## src/rtl/serial_tx.sv

```systemverilog
// serial_tx: CPU-to-host 8N1 transmitter with a small byte FIFO
// and a pollable status word behind the IO manager port.
module serial_tx #(
  parameter int CLK_DIV    = 16,
  parameter int FIFO_DEPTH = 4
) (
  input  logic        clk,
  input  logic        rst,
  input  logic [1:0]  mode,
  input  logic [31:0] addr,
  input  logic [31:0] wdata,
  output logic [31:0] rdata,
  output logic        txd,
  output logic        busy
);

  localparam int CW = (CLK_DIV > 1) ? $clog2(CLK_DIV) : 1;
  localparam int PW = (FIFO_DEPTH > 1) ? $clog2(FIFO_DEPTH) : 1;
  localparam logic [CW-1:0] CLAST = CW'(CLK_DIV - 1);
  localparam logic [CW-1:0] CONE  = CW'(1);
  localparam logic [PW:0]   DEPTH = (PW+1)'(FIFO_DEPTH);
  localparam logic [PW:0]   NONE  = (PW+1)'(1);
  localparam logic [PW-1:0] PONE  = PW'(1);

  typedef enum logic [1:0] {
    IDLE,
    START,
    DATA,
    STOP
  } state_t;

  state_t        state_q, state_d;
  logic [CW-1:0] cnt_q, cnt_d;
  logic [2:0]    bit_q, bit_d;
  logic [7:0]    shift_q, shift_d;
  logic [PW:0]   count_q, count_d;
  logic [PW-1:0] wptr_q, rptr_q;
  logic [7:0]    mem [FIFO_DEPTH];
  logic          ovf_q;
  logic          txd_d, busy_d;

  logic wr_data, rd_stat;
  logic empty, full;
  logic push, pop, drop;
  logic [7:0] head;

  logic unused;
  assign unused = ^{addr[31:3], addr[1:0], wdata[31:8]};

  assign wr_data = (mode == 2'd2) && !addr[2];
  assign rd_stat = (mode == 2'd1) && addr[2];
  assign empty   = (count_q == '0);
  assign full    = (count_q == DEPTH);
  assign push    = wr_data && !full;
  assign drop    = wr_data && full;
  assign head    = mem[rptr_q];

  always_comb begin
    state_d = state_q;
    cnt_d   = cnt_q;
    bit_d   = bit_q;
    shift_d = shift_q;
    pop     = 1'b0;
    unique case (state_q)
      IDLE: begin
        if (!empty) begin
          pop     = 1'b1;
          shift_d = head;
          cnt_d   = '0;
          state_d = START;
        end
      end
      START: begin
        if (cnt_q == CLAST) begin
          cnt_d   = '0;
          bit_d   = '0;
          state_d = DATA;
        end else begin
          cnt_d = cnt_q + CONE;
        end
      end
      DATA: begin
        if (cnt_q == CLAST) begin
          cnt_d   = '0;
          shift_d = {1'b0, shift_q[7:1]};
          if (bit_q == 3'd7) begin
            state_d = STOP;
          end else begin
            bit_d = bit_q + 3'd1;
          end
        end else begin
          cnt_d = cnt_q + CONE;
        end
      end
      STOP: begin
        if (cnt_q == CLAST) begin
          cnt_d = '0;
          // back-to-back frames: reload without an idle gap
          if (!empty) begin
            pop     = 1'b1;
            shift_d = head;
            state_d = START;
          end else begin
            state_d = IDLE;
          end
        end else begin
          cnt_d = cnt_q + CONE;
        end
      end
      default: state_d = IDLE;
    endcase

    count_d = count_q;
    unique case ({push, pop})
      2'b10:   count_d = count_q + NONE;
      2'b01:   count_d = count_q - NONE;
      default: count_d = count_q;
    endcase

    txd_d = 1'b1;
    unique case (state_d)
      START:   txd_d = 1'b0;
      DATA:    txd_d = shift_d[0];
      default: txd_d = 1'b1;
    endcase

    busy_d = (count_d != '0) || (state_d != IDLE);
  end

  always_ff @(posedge clk or negedge rst) begin
    if (!rst) begin
      state_q <= IDLE;
      cnt_q   <= '0;
      bit_q   <= '0;
      shift_q <= '0;
      count_q <= '0;
      wptr_q  <= '0;
      rptr_q  <= '0;
      ovf_q   <= 1'b0;
      txd     <= 1'b1;
      busy    <= 1'b0;
    end else begin
      state_q <= state_d;
      cnt_q   <= cnt_d;
      bit_q   <= bit_d;
      shift_q <= shift_d;
      count_q <= count_d;
      txd     <= txd_d;
      busy    <= busy_d;
      if (push) wptr_q <= wptr_q + PONE;
      if (pop)  rptr_q <= rptr_q + PONE;
      // a dropped write beats the clear-on-read
      if (drop)         ovf_q <= 1'b1;
      else if (rd_stat) ovf_q <= 1'b0;
    end
  end

  always_ff @(posedge clk) begin
    if (push) mem[wptr_q] <= wdata[7:0];
  end

  always_comb begin
    rdata = '0;
    if (rd_stat) begin
      rdata = {29'b0, ovf_q, empty && (state_q == IDLE), !full};
    end
  end

endmodule

```

## config.mk

```make
export PLATFORM = sky130hd
export DESIGN_NAME = serial_tx
export DESIGN_NICKNAME = d
export VERILOG_FILES = /design/src/rtl/serial_tx.sv
export SDC_FILE = /design/constraint.sdc
export NUM_CORES = 1
export LEC_CHECK = 0
export CAP_MARGIN = 20
export CORE_MARGIN = 5
export CORE_UTILIZATION = 41
export DETAILED_ROUTE_END_ITERATION = 16
export GPL_ROUTABILITY_DRIVEN = 0
export GPL_TIMING_DRIVEN = 0
export PLACE_DENSITY = 0.8
export SLEW_MARGIN = 15
export SYNTH_ARGS = -nofsm -noshare
export SYNTH_HDL_FRONTEND = slang
export SYNTH_SLANG_ARGS = --single-unit
```

## constraint.sdc

```tcl
create_clock -name clk -period 2.46 [get_ports clk]
set_input_delay 0.738 -clock clk [delete_from_list [all_inputs] [get_ports clk]]
set_output_delay 0.738 -clock clk [all_outputs]
set_load 0.02 [all_outputs]
```

==> flow_metrics.env, run 1 <==
export IMPL_hpwl_mm=3.77
export IMPL_stdcell_area_um2=3740
export IMPL_r2r_start="state_q[0]$_DFF_PN0_"
export IMPL_yosys_register_bits=59
export IMPL_fmax_mhz=427
export IMPL_port_buffers=17
export IMPL_hold_ws_ns=0.407
export IMPL_area_growth_pct=24.9
export IMPL_placed_cell_area_um2=3400
export IMPL_io_pins=102
export IMPL_drt_pass1_iter_count=4
export IMPL_async_reset_ff_frac=0.458
export IMPL_first_global_vias=1929
export IMPL_synth_cell_types=43
export IMPL_antenna_found_initial=0
export IMPL_fin_crit_sh=0.952
export IMPL_die_w_um=95.5
export IMPL_grt_max_degree=28
export IMPL_avgSynthCellArea_um2=12.5
export IMPL_hold_path_class="input port to asynchronous set/reset pin"
export IMPL_grt_usage=0.128
export IMPL_finalPower_uw=3550
export IMPL_n_antenna_cell=0
export IMPL_viasPerCell=4.88
export IMPL_start_util=0.418
export IMPL_ff2ff_setup_slack_ns=0.12
export IMPL_layout_cells_non_filler=411
export IMPL_synth_edf_count=32
export IMPL_clkSinkCount=59
export IMPL_tightest_slew_ns=0.704
export IMPL_max_cap_violations=0
export IMPL_synth_warnings=0
export IMPL_startpoint_type="flip-flop"
export IMPL_critical_path_class="flip-flop to flip-flop"
export IMPL_drcViolationCount=0
export IMPL_cts_root_buf="clkbuf_8"
export IMPL_final_setup_skew_ns=0.00823
export IMPL_grt_pass1_wl_mm=8.81
export IMPL_clock_path_buffers=2
export IMPL_power_density_nw_per_um2=948
export IMPL_path_clk_slew_ns=0.07
export IMPL_num_rows=31
export IMPL_avgRoutedWirePerCell_um=13.6
export IMPL_cts_tree="yes"
export IMPL_slew_headroom=0.531
export IMPL_startpoint="state_q[0]$_DFF_PN0_"
export IMPL_drt_iter0_drc=146
export IMPL_syn_area_um2=3000
export IMPL_vias=2004
export IMPL_routed_wirelength_mm=5.60
export IMPL_dp_cells=383
export IMPL_cp_required_ns=2.67
export IMPL_layout_drive_gt1_share=0.292
export IMPL_endpoint="busy$_DFF_PN0_"
export IMPL_crit_arrival_ns=2.55
export IMPL_yosysSeqAreaShare=0.546
export IMPL_grt_overflow=0
export IMPL_ant_nets=0
export IMPL_clk_insertion_delay_late_ns=0.34
export IMPL_fin_crit_ns=2.34
export IMPL_fp_coreArea_um2=7180
export IMPL_htreeDepth=3
export IMPL_p_leak_uw=0.00160
export IMPL_setup_viol=0
export IMPL_rr_worst_depth=12
export IMPL_finalHoldViolCount=0
export IMPL_endpoint_kind="flip-flop"
export IMPL_rr_endpoint="busy$_DFF_PN0_"
export IMPL_ir_drop_mv=0.623
export IMPL_critical_path_max_fanout=4
export IMPL_die_h_um=95.5
export IMPL_die_area_um2=9120
export IMPL_synth_ff_type="edfxtp_1"
export IMPL_final_nets=389
export IMPL_syn_inst=239
export IMPL_final_fill_count=589
export IMPL_slew_violations=0
export IMPL_status="finished clean"
export IMPL_numCtsBuffers=9
-- metal layers --
layer | share of wire | global-route usage | vias to the layer above
met2 | 0.50 | 0.226 | 85
met1 | 0.41 | 0.141 | 970
met3 | 0.078 | 0.0442 | 6
met4 | 0.011 | 0.0521 | 0
li1 | - | - | 943
met5 | 0 | 0 | -
-- through the flow --
| step | setup slack, ns | TNS, ns | utilization |
|---|---|---|---|
| finish | 0.119 | 0 | 0.522 |
| global route | -0.0291 | -0.0291 | 0.522 |
| CTS | 0.00584 | 0 | 0.517 |
| detailed placement | -0.737 | -9.75 | 0.474 |
| global placement | -0.662 | -8.57 | 0.475 |
| floorplan | 0.0305 | 0 | - |
-- layout by cell type (no fill, tap or decap), types with 4 or more instances in the layout --
master / instances
a22o_1: 11
a21oi_1: 5
ha_1: 9
o21ai_0: 16
edfxtp_1: 32
conb_1: 29
mux2i_1: 7
dfrtp_1: 23
buf_2: 4
inv_1: 9
clkinvlp_4: 4
clkdlybuf4s50_1: 10
buf_4: 43
mux4_2: 8
nor2_1: 11
clkbuf_8: 9
and2_1: 5
nand2_1: 18
-- synth_stat cells, types with 2 or more instances --
cell type,n,area share
edfxtp_1,32,0.32
nor3_1,4,0.0067
nor2_1,11,0.014
buf_4,29,0.073
buf_2,2,0.0033
a22o_1,11,0.032
mux4_2,8,0.060
and2_1,5,0.010
o21ai_0,16,0.027
xnor2_1,3,0.0088
inv_1,13,0.016
a31oi_1,2,0.0042
a21oi_1,5,0.0083
nand2_1,18,0.023
and3_1,2,0.0042
clkbuf_1,2,0.0025
xor2_1,3,0.0088
nand4_1,2,0.0042
dfrtp_1,26,0.22
nand3_1,3,0.0050
mux2i_1,7,0.023
a21o_1,2,0.0050
ha_1,13,0.054
-- how the worst min path moves through the flow --
stage / startpoint / end / slack [ns]
after floorplan: rst / bit_q[0]$_DFFE_PN0P_ / 0.44
after global placement: shift_q[7]$_DFFE_PN0P_ / shift_q[7]$_DFFE_PN0P_ / 0.49
after detailed placement: shift_q[7]$_DFFE_PN0P_ / shift_q[7]$_DFFE_PN0P_ / 0.50
after CTS: rst / bit_q[0]$_DFFE_PN0P_ / 0.43
after global routing: rst / bit_q[0]$_DFFE_PN0P_ / 0.45
final: rst / bit_q[0]$_DFFE_PN0P_ / 0.41
-- critical path, cell delays in order, from the launching register on --
cell	delay, ns
dfrtp_2	0.46
inv_4	0.10
ha_4	0.16
a41oi_4	0.05
nor3_4	0.22
ha_2	0.23
inv_2	0.04
fa_2	0.33
xor2_1	0.14
nor2_1	0.13
xor2_1	0.10
nor3_1	0.16
nand3_1	0.10
-- timing repair --
item                       CTS  global route
gates cloned                 0             0
pin swaps                    9             7
buffers inserted            10             2
resized for setup           33             6
setup endpoints to repair    6             2
hold buffers                 0             0
-- cell type report --
type,count,area [um^2],share of cell area
flip-flops and latches,59,1640,0.438
well taps,99,124,0.0331
clock inverters,6,42.5,0.0114
repair buffers,29,239,0.0638
clock buffers,10,128,0.0341
multi-input cells,161,1270,0.339
plain buffers,34,249,0.0665
inverters,13,51.3,0.0137
-- flip-flops by register name, summed over array words and instances (netlist names) --
signal / flops
mem: 32
rptr_q: 2
ovf_q: 1
shift_q: 8
txd: 1
busy: 1
count_q: 3
cnt_q: 4
bit_q: 3
wptr_q: 2
state_q: 2
-- report_power, final --
group	internal, uW	switching (uW)	leakage (uW)
clock	363	404	0.0000722
sequential	1250	160	0.000626
combinational	661	717	0.000898
-- kinds of logic (layout without fill, tap and decap cells) --
kind of cell,count (synthesis),in the layout,synth area share
AOI/OAI and AO/OA,44,44,0.100
xor gates and xnor gates,6,6,0.0175
adders and majority gates,14,14,0.0609
buffers and inverters,47,92,0.0985
DFF,59,59,0.546
muxes,16,16,0.0872
other,1,29,0.00125
and+or+nand+nor,52,52,0.0881
No activity file was read; power rests on OpenSTA's default activity.
==> run 2, diff against run 1 <==
- CAP_MARGIN: 20 -> unset
- CORE_MARGIN: 5 -> unset
==> run 2 against run 1 <==
  * Count of clock-buffer cells in the layout stayed put
  * First-iteration DRC count is 12% higher
  * Sequential power hardly changed
  * Combinational power is 8% higher
  * Critical endpoint is now txd$_DFF_PN1_
  * Largest cell class unchanged
  * Highest routed layer unchanged
==> flow_metrics.env, run 2 (same netlist as run 1, synthesis figures left out) <==
export IMPL_status="finished clean"
export IMPL_hold_ws_ns=0.416
export IMPL_finalSetupTns_ns=0
export IMPL_path_cells="inv_4 > buf_4 > ha_1 > buf_6 > or3_4 > a32o_1 > a221oi_4 > nand4_1 > mux2_2"
export IMPL_dp_cells=380
export IMPL_final_setup_skew_ns=0.00685
export IMPL_first_global_vias=1924
export IMPL_grt_pass1_wl_mm=8.98
export IMPL_grtUsageMet3=0.0502
export IMPL_tightest_slew_ns=0.737
export IMPL_cp_required_ns=2.72
export IMPL_grt_met2_usage=0.261
export IMPL_p_int_uw=2520
export IMPL_max_stage_delay_ns=0.43
export IMPL_stdcell_area_um2=3810
export IMPL_grt_overflow=0
export IMPL_critPathTopFamily="compound AO/OA/AOI/OAI gates"
export IMPL_p_leak_uw=0.00164
export IMPL_layout_drive_gt1_share=0.297
export IMPL_setup_viol=0
export IMPL_final_fill_count=543
export IMPL_clock_path_buffers=2
export IMPL_fin_crit_sh=0.986
export IMPL_final_common_cell="buf_4"
export IMPL_antenna_found_initial=0
export IMPL_final_nets=393
export IMPL_swShare=0.342
export IMPL_ff2ff_setup_slack_ns=0.03
export IMPL_largest_registers="mem: 32 flops, shift_q: 8 flops, cnt_q: 4 flops"
export IMPL_avgRoutedWirePerCell_um=14.3
export IMPL_path_clk_slew_ns=0.07
export IMPL_n_antenna_cell=0
export IMPL_clk_insertion_delay_late_ns=0.33
export IMPL_fin_crit_ns=2.43
export IMPL_start_util=0.432
export IMPL_endpoint_kind="flip-flop"
export IMPL_drt_iter0_drc=163
export IMPL_port_buffers=17
export IMPL_vias=2024
export IMPL_gr_max_usage_layer="met2"
export IMPL_slew_violations=0
export IMPL_io_pins=102
export IMPL_power_switching_uw=1310
export IMPL_htreeDepth=3
export IMPL_layout_cells_non_filler=412
export IMPL_slew_headroom=0.509
export IMPL_hold_path_class="input port to asynchronous set/reset pin"
export IMPL_ir_drop_mv=0.608
export IMPL_finalPower_uw=3830
export IMPL_clkSinkCount=59
export IMPL_cts_tree="yes"
export IMPL_pwr_share_clk=0.244
export IMPL_drcViolationCount=0
export IMPL_largest_register="mem"
export IMPL_fp_coreArea_um2=6940
export IMPL_routed_wirelength_mm=5.91
export IMPL_placed_cell_area_um2=3400
export IMPL_die_h_um=87.5
export IMPL_max_cap_violations=0
export IMPL_crit_arrival_ns=2.69
export IMPL_critical_path_class="flip-flop to flip-flop"
export IMPL_crit_buf_inv=3
export IMPL_power_density_nw_per_um2=1000
export IMPL_finalHoldViolCount=0
export IMPL_grt_max_degree=28
export IMPL_startpoint_type="flip-flop"
export IMPL_die_area_um2=7660
export IMPL_ant_nets=0
export IMPL_p_seq_frac=0.366
export IMPL_die_w_um=87.5
export IMPL_drt_pass1_iter_count=4
export IMPL_viasPerCell=4.91
export IMPL_cts_root_buf="clkbuf_8"
export IMPL_critical_path_max_fanout=9
export IMPL_grt_use_met1=0.187
export IMPL_num_rows=30
export IMPL_largest_reg_flops=32
export IMPL_numCtsBuffers=9
export IMPL_area_growth_pct=27.2
export IMPL_cp_slowest_cell="dfrtp_2"
export IMPL_fmax_mhz=412
export IMPL_hpwl_mm=3.68
export IMPL_combPwrFrac=0.389
export IMPL_final_cell_mix="48 x buf_4, 32 x edfxtp_1, 29 x conb_1, 23 x dfrtp_1, 18 x nand2_1"
export IMPL_grt_usage=0.158
## run 2: timing repair
item,4_1_cts,5_1_grt
pin swaps,7,10
setup buffers,8,8
hold buffers,0,0
gates resized for setup,33,8
endpoints found under the setup margin,6,2
## run 2: cell type report
| cell class | instances | area, um^2 | area share |
|---|---|---|---|
| sequential | 59 | 1640 | 0.430 |
| inverter | 13 | 53.8 | 0.0141 |
| multi-input combinational | 161 | 1270 | 0.333 |
| clock buffer | 10 | 128 | 0.0335 |
| buffer | 34 | 249 | 0.0653 |
| clock inverter | 6 | 80.1 | 0.0210 |
| timing repair buffer | 33 | 272 | 0.0712 |
| tap | 96 | 120 | 0.0315 |
## run 2: power by group through the flow
stage / logic (uW) / clock network [uW] / registers (uW)
floorplan: 918 / 0 / 1380
global placement: 1150 / 0 / 1390
detailed placement: 1210 / 0 / 1390
CTS: 1330 / 953 / 1400
global route: 1620 / 997 / 1420
finish: 1490 / 936 / 1400
## run 2: path summary, 6_finish.rpt
| path | startpoint | to | depth (start not counted) |
|---|---|---|---|
| max | state_q[0]$_DFF_PN0_ | txd$_DFF_PN1_ | 9 |
| max reg2reg | state_q[0]$_DFF_PN0_ | txd$_DFF_PN1_ | 9 |
| min reg2reg | shift_q[7]$_DFFE_PN0P_ | shift_q[7]$_DFFE_PN0P_ | 2 |
| min in group clk | shift_q[7]$_DFFE_PN0P_ | shift_q[7]$_DFFE_PN0P_ | 2 |
| min | rst | wptr_q[1]$_DFFE_PN0P_ | 1 |
| max in group asynchronous | rst | cnt_q[0]$_DFFE_PN0N_ | 1 |
## run 2: stage by stage
step | utilization | worst slack [ns]
after floorplan | - | 0.0305
after global placement | 0.490 | -0.643
after detailed placement | 0.490 | -0.764
after CTS | 0.537 | 0.00991
after global routing | 0.549 | -0.0288
final | 0.549 | 0.0348
## run 2: worst reg2reg max path, delay by kind of cell (launching register included)
family | cells | cell delay, ns
mux | 1 | 0.30
buf+inv | 3 | 0.33
simple gates | 2 | 0.53
compound gates | 2 | 0.56
flops | 1 | 0.43
fa+ha+maj | 1 | 0.20
## run 2: routing by layer
layer | part of all wire | up-vias
li1 | - | 955
met1 | 0.41 | 988
met2 | 0.53 | 69
met3 | 0.043 | 12
met4 | 0.016 | 0
met5 | 0 | -
